`src/rtl/c1541_pkg.sv`:
```
// Shared types, zone constants and helpers for the 1541 track buffer controller.
package c1541_pkg;

  typedef enum logic [2:0] {
    IDLE,
    SETTLE,
    FLUSH_REQ,
    FLUSH_WAIT,
    LOAD_REQ,
    LOAD_WAIT
  } state_e;

  // First track of each speed zone and the D64 block where that zone starts.
  localparam logic [5:0]  ZONE2_FIRST = 6'd18;
  localparam logic [5:0]  ZONE3_FIRST = 6'd25;
  localparam logic [5:0]  ZONE4_FIRST = 6'd31;
  localparam logic [15:0] ZONE2_BASE  = 16'd357;
  localparam logic [15:0] ZONE3_BASE  = 16'd490;
  localparam logic [15:0] ZONE4_BASE  = 16'd598;

  // Track 0 is treated as track 1; anything past max_t sits on max_t.
  function automatic logic [5:0] clamp_track(input logic [5:0] t, input logic [5:0] max_t);
    if (t == 6'd0)       return 6'd1;
    else if (t > max_t)  return max_t;
    else                 return t;
  endfunction

  // Sectors per track for an already clamped track number.
  function automatic logic [4:0] spt(input logic [5:0] t);
    if (t < ZONE2_FIRST)      return 5'd21;
    else if (t < ZONE3_FIRST) return 5'd19;
    else if (t < ZONE4_FIRST) return 5'd18;
    else                      return 5'd17;
  endfunction

endpackage

```
`src/rtl/c1541_track_lba.sv`:
```
// Registered track -> first D64 block / sectors-per-track lookup (one clock latency).
module c1541_track_lba
  import c1541_pkg::*;
#(
  parameter logic [5:0] MAX_TRACK = 6'd40
) (
  input  logic        clk,
  input  logic        reset_n,
  input  logic [5:0]  track,
  output logic [15:0] base_lba,
  output logic [4:0]  sectors
);

  logic [5:0]  trk_c;
  logic [15:0] base_lba_d, base_lba_q;
  logic [4:0]  sectors_d, sectors_q;

  // Zone-relative offset times the zone's sectors-per-track.
  always_comb begin
    // NOTE: every combinational output gets a default first so no path leaves it unassigned (no latch).
    base_lba_d = '0;
    trk_c      = clamp_track(track, MAX_TRACK);
    sectors_d  = spt(trk_c);
    if (trk_c < ZONE2_FIRST)
      base_lba_d = ({10'd0, trk_c} - 16'd1) * 16'd21;
    else if (trk_c < ZONE3_FIRST)
      base_lba_d = ZONE2_BASE + ({10'd0, trk_c} - {10'd0, ZONE2_FIRST}) * 16'd19;
    else if (trk_c < ZONE4_FIRST)
      base_lba_d = ZONE3_BASE + ({10'd0, trk_c} - {10'd0, ZONE3_FIRST}) * 16'd18;
    else
      base_lba_d = ZONE4_BASE + ({10'd0, trk_c} - {10'd0, ZONE4_FIRST}) * 16'd17;
  end

  // Result register; resets to the track-1 values.
  always_ff @(posedge clk or negedge reset_n) begin
    // NOTE: clocked state uses non-blocking assignments so all flops update from pre-edge values.
    if (!reset_n) begin
      base_lba_q <= '0;
      sectors_q  <= 5'd21;
    end else begin
      base_lba_q <= base_lba_d;
      sectors_q  <= sectors_d;
    end
  end

  assign base_lba = base_lba_q;
  assign sectors  = sectors_q;

endmodule

```
`src/rtl/c1541_track_ctrl.sv`:
```
// Moves whole tracks between the D64 image on SD and the GCR track buffer.
module c1541_track_ctrl
  import c1541_pkg::*;
#(
  parameter logic [15:0] SETTLE_CYCLES = 16'd20000,
  parameter logic [5:0]  MAX_TRACK     = 6'd40
) (
  input  logic        clk,
  input  logic        reset_n,
  input  logic        img_mounted,
  input  logic        img_valid,
  input  logic        img_readonly,
  input  logic [5:0]  track,
  input  logic        mtr,
  input  logic        gcr_we,
  input  logic        sd_ack,
  output logic [31:0] sd_lba,
  output logic        sd_rd,
  output logic        sd_wr,
  output logic        busy,
  output logic [5:0]  cur_track
);

  state_e      state_d, state_q;
  logic [15:0] cnt_d, cnt_q;
  logic [4:0]  sector_d, sector_q;
  logic [5:0]  cur_track_d, cur_track_q;
  logic [5:0]  tgt_track_d, tgt_track_q;
  logic [5:0]  flush_track_d, flush_track_q;
  logic [5:0]  trk_prev_d, trk_prev_q;
  logic        dirty_d, dirty_q;
  logic        no_reload_d, no_reload_q;
  logic        mount_pending_d, mount_pending_q;
  logic        mtr_d, mtr_q;

  logic [5:0]  trk_clamped;
  logic [5:0]  lba_trk;
  logic [15:0] base_lba;
  logic [4:0]  sectors;
  logic        abort;
  logic        flushing_next;

  assign trk_clamped = clamp_track(track, MAX_TRACK);
  // A new image or a vanished image ends the sequence once the current block is done.
  assign abort       = mount_pending_q | img_mounted | ~img_valid;
  assign busy        = ~((state_q == IDLE) && img_valid && (cur_track_q == trk_clamped));

  // Feed the lookup with the track the next state will transfer, so the base is ready on entry.
  assign flushing_next = (state_d == FLUSH_REQ) || (state_d == FLUSH_WAIT);
  assign lba_trk       = flushing_next ? flush_track_d : tgt_track_d;

  c1541_track_lba #(.MAX_TRACK(MAX_TRACK)) u_lba (
    .clk      (clk),
    .reset_n  (reset_n),
    .track    (lba_trk),
    .base_lba (base_lba),
    .sectors  (sectors)
  );

  // Next-state logic for the settle / flush / load sequencer plus dirty and mount tracking.
  always_comb begin
    state_d         = state_q;
    cnt_d           = cnt_q;
    sector_d        = sector_q;
    cur_track_d     = cur_track_q;
    tgt_track_d     = tgt_track_q;
    flush_track_d   = flush_track_q;
    dirty_d         = dirty_q;
    no_reload_d     = no_reload_q;
    mount_pending_d = mount_pending_q;
    trk_prev_d      = track;
    mtr_d           = mtr;

    case (state_q)
      IDLE: begin
        if (img_valid) begin
          // Track change takes priority over a motor-off flush.
          if ((trk_clamped != cur_track_q) || mount_pending_q) begin
            state_d = SETTLE;
            cnt_d   = '0;
          end else if (mtr_q && !mtr && dirty_q) begin
            state_d     = FLUSH_REQ;
            no_reload_d = 1'b1;
            sector_d    = '0;
          end
        end
      end
      SETTLE: begin
        tgt_track_d = trk_clamped;
        if (!img_valid) begin
          state_d = IDLE;
        end else if ((track != trk_prev_q) || img_mounted) begin
          cnt_d = '0;
        end else if (cnt_q == SETTLE_CYCLES - 16'd1) begin
          sector_d = '0;
          if (trk_clamped == cur_track_q) begin
            state_d = IDLE;
          end else if (dirty_q) begin
            state_d     = FLUSH_REQ;
            no_reload_d = 1'b0;
          end else begin
            state_d = LOAD_REQ;
          end
        end else begin
          cnt_d = cnt_q + 16'd1;
        end
      end
      FLUSH_REQ: if (sd_ack) state_d = FLUSH_WAIT;
      FLUSH_WAIT: begin
        if (!sd_ack) begin
          if (abort) begin
            state_d = img_valid ? SETTLE : IDLE;
            cnt_d   = '0;
          end else if (sector_q == sectors - 5'd1) begin
            dirty_d  = 1'b0;
            sector_d = '0;
            state_d  = no_reload_q ? IDLE : LOAD_REQ;
          end else begin
            sector_d = sector_q + 5'd1;
            state_d  = FLUSH_REQ;
          end
        end
      end
      LOAD_REQ: if (sd_ack) state_d = LOAD_WAIT;
      LOAD_WAIT: begin
        if (!sd_ack) begin
          if (abort) begin
            state_d = img_valid ? SETTLE : IDLE;
            cnt_d   = '0;
          end else if (sector_q == sectors - 5'd1) begin
            cur_track_d = tgt_track_q;
            sector_d    = '0;
            state_d     = IDLE;
          end else begin
            sector_d = sector_q + 5'd1;
            state_d  = LOAD_REQ;
          end
        end
      end
      default: state_d = IDLE;
    endcase

    // Latch the track being written back, so a mount mid-flush cannot move the LBA.
    if (state_q != FLUSH_REQ && state_q != FLUSH_WAIT && state_d == FLUSH_REQ)
      flush_track_d = cur_track_q;

    if (gcr_we && !busy && !img_readonly)
      dirty_d = 1'b1;

    // The old image is never written back and the buffer no longer holds a valid track.
    if (img_mounted || !img_valid) begin
      dirty_d     = 1'b0;
      cur_track_d = '0;
    end

    if (img_mounted)
      mount_pending_d = 1'b1;
    else if (state_d == SETTLE)
      mount_pending_d = 1'b0;
  end

  // Sequencer state registers.
  always_ff @(posedge clk or negedge reset_n) begin
    if (!reset_n) begin
      state_q         <= IDLE;
      cnt_q           <= '0;
      sector_q        <= '0;
      cur_track_q     <= '0;
      tgt_track_q     <= '0;
      flush_track_q   <= '0;
      trk_prev_q      <= '0;
      dirty_q         <= 1'b0;
      no_reload_q     <= 1'b0;
      mount_pending_q <= 1'b0;
      mtr_q           <= 1'b0;
    end else begin
      state_q         <= state_d;
      cnt_q           <= cnt_d;
      sector_q        <= sector_d;
      cur_track_q     <= cur_track_d;
      tgt_track_q     <= tgt_track_d;
      flush_track_q   <= flush_track_d;
      trk_prev_q      <= trk_prev_d;
      dirty_q         <= dirty_d;
      no_reload_q     <= no_reload_d;
      mount_pending_q <= mount_pending_d;
      mtr_q           <= mtr_d;
    end
  end

  assign sd_rd     = (state_q == LOAD_REQ);
  assign sd_wr     = (state_q == FLUSH_REQ);
  assign sd_lba    = {16'd0, base_lba + {11'd0, sector_q}};
  assign cur_track = cur_track_q;

endmodule

```
`config.mk`:
```
export PLATFORM = sky130hd
export DESIGN_NAME = c1541_track_ctrl
export DESIGN_NICKNAME = d
export VERILOG_FILES = /design/src/rtl/c1541_pkg.sv /design/src/rtl/c1541_track_lba.sv /design/src/rtl/c1541_track_ctrl.sv
export SDC_FILE = /design/constraint.sdc
export NUM_CORES = 1
export LEC_CHECK = 0
export ABC_AREA = 1
export BUFFER_PORTS_ARGS = -buffer_cell sky130_fd_sc_hd__buf_2
export CELL_PAD_IN_SITES_DETAIL_PLACEMENT = 0
export CELL_PAD_IN_SITES_GLOBAL_PLACEMENT = 1
export CORE_AREA = 2 2 131 165
export DETAILED_ROUTE_END_ITERATION = 10
export DIE_AREA = 0 0 133 167
export PLACE_DENSITY_LB_ADDON = 0.1
export SLEW_MARGIN = 40
export SYNTH_ARGS = -nofsm -noshare
export SYNTH_HDL_FRONTEND = slang
export SYNTH_SLANG_ARGS = --single-unit
```
`constraint.sdc`:
```
create_clock -name clk -period 5.85 [get_ports clk]
set_input_delay 1.17 -clock clk [delete_from_list [all_inputs] [get_ports clk]]
set_output_delay 1.17 -clock clk [all_outputs]
set_load 0.1 [all_outputs]
```
# [After elaboration in Yosys (flattened, before gate mapping)]
# Index checks and enable logic that the tools add are counted.
[word_totals] reg_bits=73 input_bits=14 out_inout_bits=41 wordCells=173
[op_classes] add_sub_neg=11 mul=4 n_lt_le_gt_ge=5 n_eq_ne=33 n_mux=72 bitwise_logic=4 reduce_logical=31
[op_table] operator="$mux 16" count=10
[op_table] operator="$mux 6" count=12
[op_table] operator="$mux 5" count=11
[op_table] operator="$mux 3" count=17
[op_table] operator="$mul 16x5->16 const B" count=3
[op_table] operator="$pmux 16 s3" count=1
[op_table] operator="$add 9x16->16 const A" count=2
[op_table] operator="$sub 6x5->7 const B" count=3
[op_table] operator="$lt 6x5->1 const B" count=3
[op_table] operator="$ne 2x2->1 const B" count=9
[op_table] operator="$pmux 3 s6" count=1
[op_table] operator="$reduce_and 9->1" count=2
[op_table] operator="$mux 1" count=17
[op_table] operator="$add 10x16->16 const A" count=1
[op_table] operator="$add 16x1->16 const B" count=1
[op_table] operator="$add 16x5->16" count=1
[op_table] operator="$eq 16x15->1 const B" count=1
[op_table] operator="$mul 16x4->15 const B" count=1
[op_table] operator="$pmux 5 s3" count=1
[op_table] operator="$eq 3x2->1 const B" count=4
[op_table] operator="$eq 6x6->1" count=2
[op_table] operator="$gt 6x6->1 const B" count=2
[op_table] operator="$logic_not 6->1" count=2
[op_table] operator="$ne 6x6->1" count=2
[op_table] operator="23 further kinds" count=51

# [Longest topological paths before layout]
[logic_depth] depth_word=22 ltp_mapped=47 depth_no_buf=47

# [Cells and area by module]
# From an unflattened synthesis, not the netlist that was laid out.
[hier_totals] hier_cells=1045 area_unflattened_um2=7512.2
[by_module_without_submodules] module="c1541_track_ctrl" instances=1 cells_each=521 area_each_um2=3776.1 seq_area_each_um2=1301.2
[by_module_without_submodules] module="c1541_track_lba" instances=1 cells_each=524 area_each_um2=3736.1 seq_area_each_um2=478.0

# [Least setup slack after synthesis]
# Ideal clock, no wire load.
[synth_timing] path_kind="register to register" start="register state_q[2]" end="register u_lba.base_lba_q[11], in the netlist u_lba.base_lba[11]" t_arrival_ns=7.554 t_required_ns=5.785 setup_slack_ns=-1.769 stages_incl_launch_ff=41 path_buffers=0 period_less_slack_ns=7.619 path_cell_list="dfrtp_1 nor3b_1 o22ai_1 nand3_1 a21oi_2 nand2_4 nor2_8 nand3_2 nand3_2 nand2_4 nor2_2 nand2_4 nand3_1 ha_1 nand2_1 nand2_1 nand2_1 clkinv_1 [5 not listed] ha_1 inv_1 nor2_1 nor2_1 inv_1 a21oi_1 nor2_1 nor2_1 nor2_1 nor2_1 nor2_1 o21ai_0 nand2_1 nor2_1 nor2_1 a21oi_1 nand2_1 nand2_1"
[synth_via] elab_cells_between_ends=48
[synth_lines] item="start: declaration" line_no="c1541_track_ctrl.sv:24" text="state_e state_d, state_q;"
[synth_lines] item="start signal: assignment" line_no="c1541_track_ctrl.sv:177" text="state_q <= state_d;"
[synth_lines] item="$eq 3x3->1 (*)"
[synth_lines] item="net sd_rd" line_no="c1541_track_ctrl.sv:18" text="output logic sd_rd,"
[synth_lines] item="$pmux 3 s6 (*)" line_no="c1541_track_ctrl.sv:74" text="case (state_q)"
[synth_lines] item="net state_d[0]" line_no="c1541_track_ctrl.sv:24"
[synth_lines] item="$eq 3x2->1" line_no="c1541_track_ctrl.sv:49, c1541_track_ctrl.sv:144"
[synth_lines] item="$logic_and 1x1->1" line_no="c1541_track_ctrl.sv:144" text="if (state_q != FLUSH_REQ && state_q != FLUSH_WAIT && state_d == FLUSH_REQ)"
[synth_lines] item="$mux 6" line_no="c1541_track_ctrl.sv:144"
[synth_lines] item="$mux 6 (*)" line_no="c1541_track_ctrl.sv:50" text="assign lba_trk = flushing_next ? flush_track_d : tgt_track_d;"
[synth_lines] item="[2 not listed]"
[synth_lines] item="$mux 6 (*)" line_no="c1541_pkg.sv:23" text="if (t == 6'd0) return 6'd1;"
[synth_lines] item="$sub 6x5->7 (on tied branches)" line_no="c1541_track_lba.sv:31, c1541_track_lba.sv:29"
[synth_lines] item="$mul 16x5->16 / $mul 16x4->15 (equally long branches)" line_no="c1541_track_lba.sv:31, c1541_track_lba.sv:29"
[synth_lines] item="$add 10x16->16 / $add 9x16->16 (equally long branches)" line_no="c1541_track_lba.sv:31, c1541_track_lba.sv:29"
[synth_lines] item="$mux 16" line_no="c1541_track_lba.sv:28" text="else if (trk_c < ZONE4_FIRST)"
[synth_lines] item="$mux 16" line_no="c1541_track_lba.sv:26" text="else if (trk_c < ZONE3_FIRST)"
[synth_lines] item="$mux 16 (*)" line_no="c1541_track_lba.sv:24" text="if (trk_c < ZONE2_FIRST)"
[synth_lines] item="net u_lba.base_lba_d[11]" line_no="c1541_track_lba.sv:15" text="logic [15:0] base_lba_d, base_lba_q;"
[synth_lines] item="end signal: assignment" line_no="c1541_track_lba.sv:41" text="base_lba_q <= base_lba_d;"
[synth_lines] item="end: declaration" line_no="c1541_track_lba.sv:15"
# Mark *: on every way through the listed nets, which the timed path passes. The rest lies on a longest branch.
# A chain may end at the register's enable or synchronous reset.

# [Final worst setup path]
[layout_timing] start="input track[3]" end="register u_lba.base_lba_q[12], in the netlist u_lba.base_lba[12]"
[layout_via] elab_chain_cells=22 elab_cells_between_ends=44
[layout_rtl] item="start: declaration" line_no="c1541_track_ctrl.sv:13" text="input logic [5:0] track,"
[layout_rtl] item="$gt 6x6->1" line_no="c1541_pkg.sv:24" text="else if (t > max_t) return max_t;"
[layout_rtl] item="$mux 6" line_no="c1541_pkg.sv:24"
[layout_rtl] item="$mux 6" line_no="c1541_pkg.sv:23"
[layout_rtl] item="$eq 6x6->1" line_no="c1541_track_ctrl.sv:96" text="if (trk_clamped == cur_track_q) begin"
[layout_rtl] item="$mux 3" line_no="c1541_track_ctrl.sv:96"
[layout_rtl] item="$mux 3" line_no="c1541_track_ctrl.sv:94" text="end else if (cnt_q == SETTLE_CYCLES - 16'd1) begin"
[layout_rtl] item="$mux 3" line_no="c1541_track_ctrl.sv:92" text="end else if ((track != trk_prev_q) || img_mounted) begin"
[layout_rtl] item="$mux 3" line_no="c1541_track_ctrl.sv:90" text="if (!img_valid) begin"
[layout_rtl] item="[1 not listed]"
[layout_rtl] item="net state_d[0]" line_no="c1541_track_ctrl.sv:24"
[layout_rtl] item="[6 not listed]"
[layout_rtl] item="$mux 6 (*)" line_no="c1541_pkg.sv:23"
[layout_rtl] item="$sub 6x5->7 (on tied branches)" line_no="c1541_track_lba.sv:31, c1541_track_lba.sv:29"
[layout_rtl] item="$mul 16x5->16 / $mul 16x4->15 (equally long branches)" line_no="c1541_track_lba.sv:31, c1541_track_lba.sv:29"
[layout_rtl] item="$add 10x16->16 / $add 9x16->16 (equally long branches)" line_no="c1541_track_lba.sv:31, c1541_track_lba.sv:29"
[layout_rtl] item="$mux 16" line_no="c1541_track_lba.sv:28"
[layout_rtl] item="$mux 16" line_no="c1541_track_lba.sv:26"
[layout_rtl] item="$mux 16 (*)" line_no="c1541_track_lba.sv:24"
[layout_rtl] item="net u_lba.base_lba_d[12]" line_no="c1541_track_lba.sv:15"
# Marked as above.

==> flow_summary.toml <==
[clocking]
htreeDepth = 3
clock_latency_ns = 0.34
clk_root_buffer_cell = "clkbuf_16"
clockBufferDepth = 2
clock_sinks = 71
cts_tree = "built"
numCtsBuffers = 9
cts_hold_buf = 0
clkTransAtPathRegs_ns = 0.06

[timing]
worstMarginPinSlew_ns = 0.7306
rsz0062_at_grt = "true"
fin_skew_ns = 0.01101
setup_slack_ns = -0.3229
layout_min_cycle_time_ns = 6.173
final_hold_viol_count = 0
hold_ws_ns = 0.4792
fin_crit_sh_pct = 105.5
slew_headroom_pct = 50.85
setup_viol = 8
timing.final.max_slew_violations = 0
fmax_mhz = 162.0

[floorplan]
std_cell_rows = 59
coreArea_sq_mm = 0.02060
die_y_um = 167
die_w_um = 133
initial_utilization_pct = 35.66
pin_count = 55
die_area_sq_mm = 0.02221

[synthesis]
syn_area_sq_mm = 0.007345
yosysWarnings = 0
synth-async-reset-ratio_pct = 100.0
yosysSeqAreaShare_pct = 24.22
synth_top_cell_by_area = "dfrtp_1"
synth_top_cell_area_share_pct = 23.51
synth_ff_type = "dfrtp_1"
yosysUniqueCellTypes = 55
syn_inst = 998
ys_seq_elements = 71
synthTopCellsByArea = "dfrtp_1 (24%), ha_1 (15%), nand2_1 (10%)"
syn_area_per_cell_sq_um = 7.359
synth_edf_count = 0

[detailed_routing]
wl_per_cell_um = 13.60
drc = 0
drt_wl_total_um = 21100
ant_nets = 0
dr.pass1.iters = 4
drt_iter0_markers = 230
vias_per_cell = 4.638
via_count = 7194

[worst_setup_path]
critPathArrivalTime_ns = 6.43
required_ns = 6.11
crit_path_max_incr_delay_ns = 0.54
cpMaxStageDelayCell = "fa_1"
crit_type = "in2reg"
worst_setup_path_start_kind = "primary input"
cp_max_fo = 5
endpoint_kind = "register"

[placed_design]
dp_hpwl_um = 17030
dp_cells = 1481
place_ws_ns = -0.9246
routabilityCongestion = 0.8499
portBuffers = 38

[global_route]
grt_overflow = 0
grtUsageTotal_pct = 19.48
grt_max_degree = 72
grt_pass1_vias = 7292
antenna_found_initial = 0
grt_pass1_wl_um = 34820

[status]
status = "complete, but fails checks"
violations = "negative setup slack"

[job]
drv_cap = 0

[cells_and_area]
instances_no_fill = 1551
num_antenna_cells = 0
final_util_pct = 52.20
final_cell_mix = "buf_4 (227), nand2_1 (173), inv_1 (152), ha_1 (70), dfrtp_1 (69)"
area_growth_pct = 46.37
layout_commonest_cell = "buf_4"
fin_nets = 1390
drive_above_1_share_pct = 37.04

[worst_hold_path]
min_path_type = "reg2reg"
## cells by family after synthesis
group                      Yosys count  synth area share (%)
AOI/OAI and AO/OA                  142                 11.33
xor gates and xnor gates            41                 4.889
adders and majority gates          104                 19.45
buffers and inverters              208                 12.11
DFF                                 71                 24.22
other                                1               0.05106
and+or+nand+nor                    431                 27.94
## registers in the layout, summed over array words and instances, names as in the netlist, 5 cells and up
register	flops
cnt_q	16
u_lba.base_lba	16
flush_track_q	6
tgt_track_q	6
trk_prev_q	6
cur_track	6
sector_q	5
## path summary, 6_finish.rpt
| check | depth (start not counted) | slack (ns) | to | start |
|---|---|---|---|---|
| max in group asynchronous | 1 | 4.52 | u_lba.base_lba[6]$_DFF_PN0_ | reset_n |
| min reg2reg | 1 | 0.48 | cnt_q[15]$_DFFE_PN0P_ | cnt_q[15]$_DFFE_PN0P_ |
| min in group asynchronous | 1 | 0.83 | cur_track[1]$_DFFE_PN0P_ | reset_n |
| min | 1 | 0.48 | cnt_q[15]$_DFFE_PN0P_ | cnt_q[15]$_DFFE_PN0P_ |
| max reg2reg | 41 | -0.18 | u_lba.base_lba[12]$_DFF_PN0_ | u_lba.sectors[0]$_DFF_PN1_ |
| max | 44 | -0.32 | u_lba.base_lba[12]$_DFF_PN0_ | track[3] |
## per-layer routing
metal  GRT usage [%]  wire length (um)  vias up
li1                -                 -     3743
met1           22.40              8880     3371
met2           37.76             11500       60
met3           1.613               262       20
met4           5.891               459        0
met5               0                 0        -
## worst max-delay path, delay by kind of cell
kind,cells,cell delay (ns)
and+or+nand+nor,23,2.10
adders and majority gates,5,1.46
AOI/OAI and AO/OA,6,0.76
buffers and inverters,9,0.72
xor gates and xnor gates,1,0.21
## synth_stat cells, drive strengths merged (2+ instances only)
library cell,n
a211oi,2
nor4,6
buf,24
o21ai,53
nand3,75
a21o,2
nor2,75
xor2,30
or2,8
a31oi,7
ha,87
dfrtp,69
nand2,219
and2,2
o21a,7
dfstp,2
xnor2,11
nand4,9
a21oi,48
o21bai,5
clkinv,2
fa,17
inv,178
clkbuf,4
nor3b,6
nor3,27
o211ai,4
o22ai,11
## through the flow
stage | setup TNS, ns | instance area, sq um
finish | -1.657 | 10750
CTS | -0.8873 | 10240
global placement | -6.644 | 9405
detailed placement | -6.995 | 9409
global route | -4.172 | 10750
floorplan | -1.199 | 7696
## final cells by class
type                            count  area (sq um)
Inverter                          180         708.2
Multi-Input combinational cell    735          5552
Tap cell                          274         342.8
Clock buffer                       10         239.0
Clock inverter                      6         66.31
Sequential cell                    71          1779
Timing Repair Buffer              275          2063
Fill cell                        2062          9846
## repair_timing
item                                    in CTS  in global routing
resized for setup                           73                 71
pin swaps                                   64                 74
buffers inserted                            33                 23
endpoints found under the setup margin       9                 10
cloned                                       1                  0
Power is left out: the tool's default activity adds up to more than one toggle a clock period on the data nets, which glitch-free logic cannot reach.
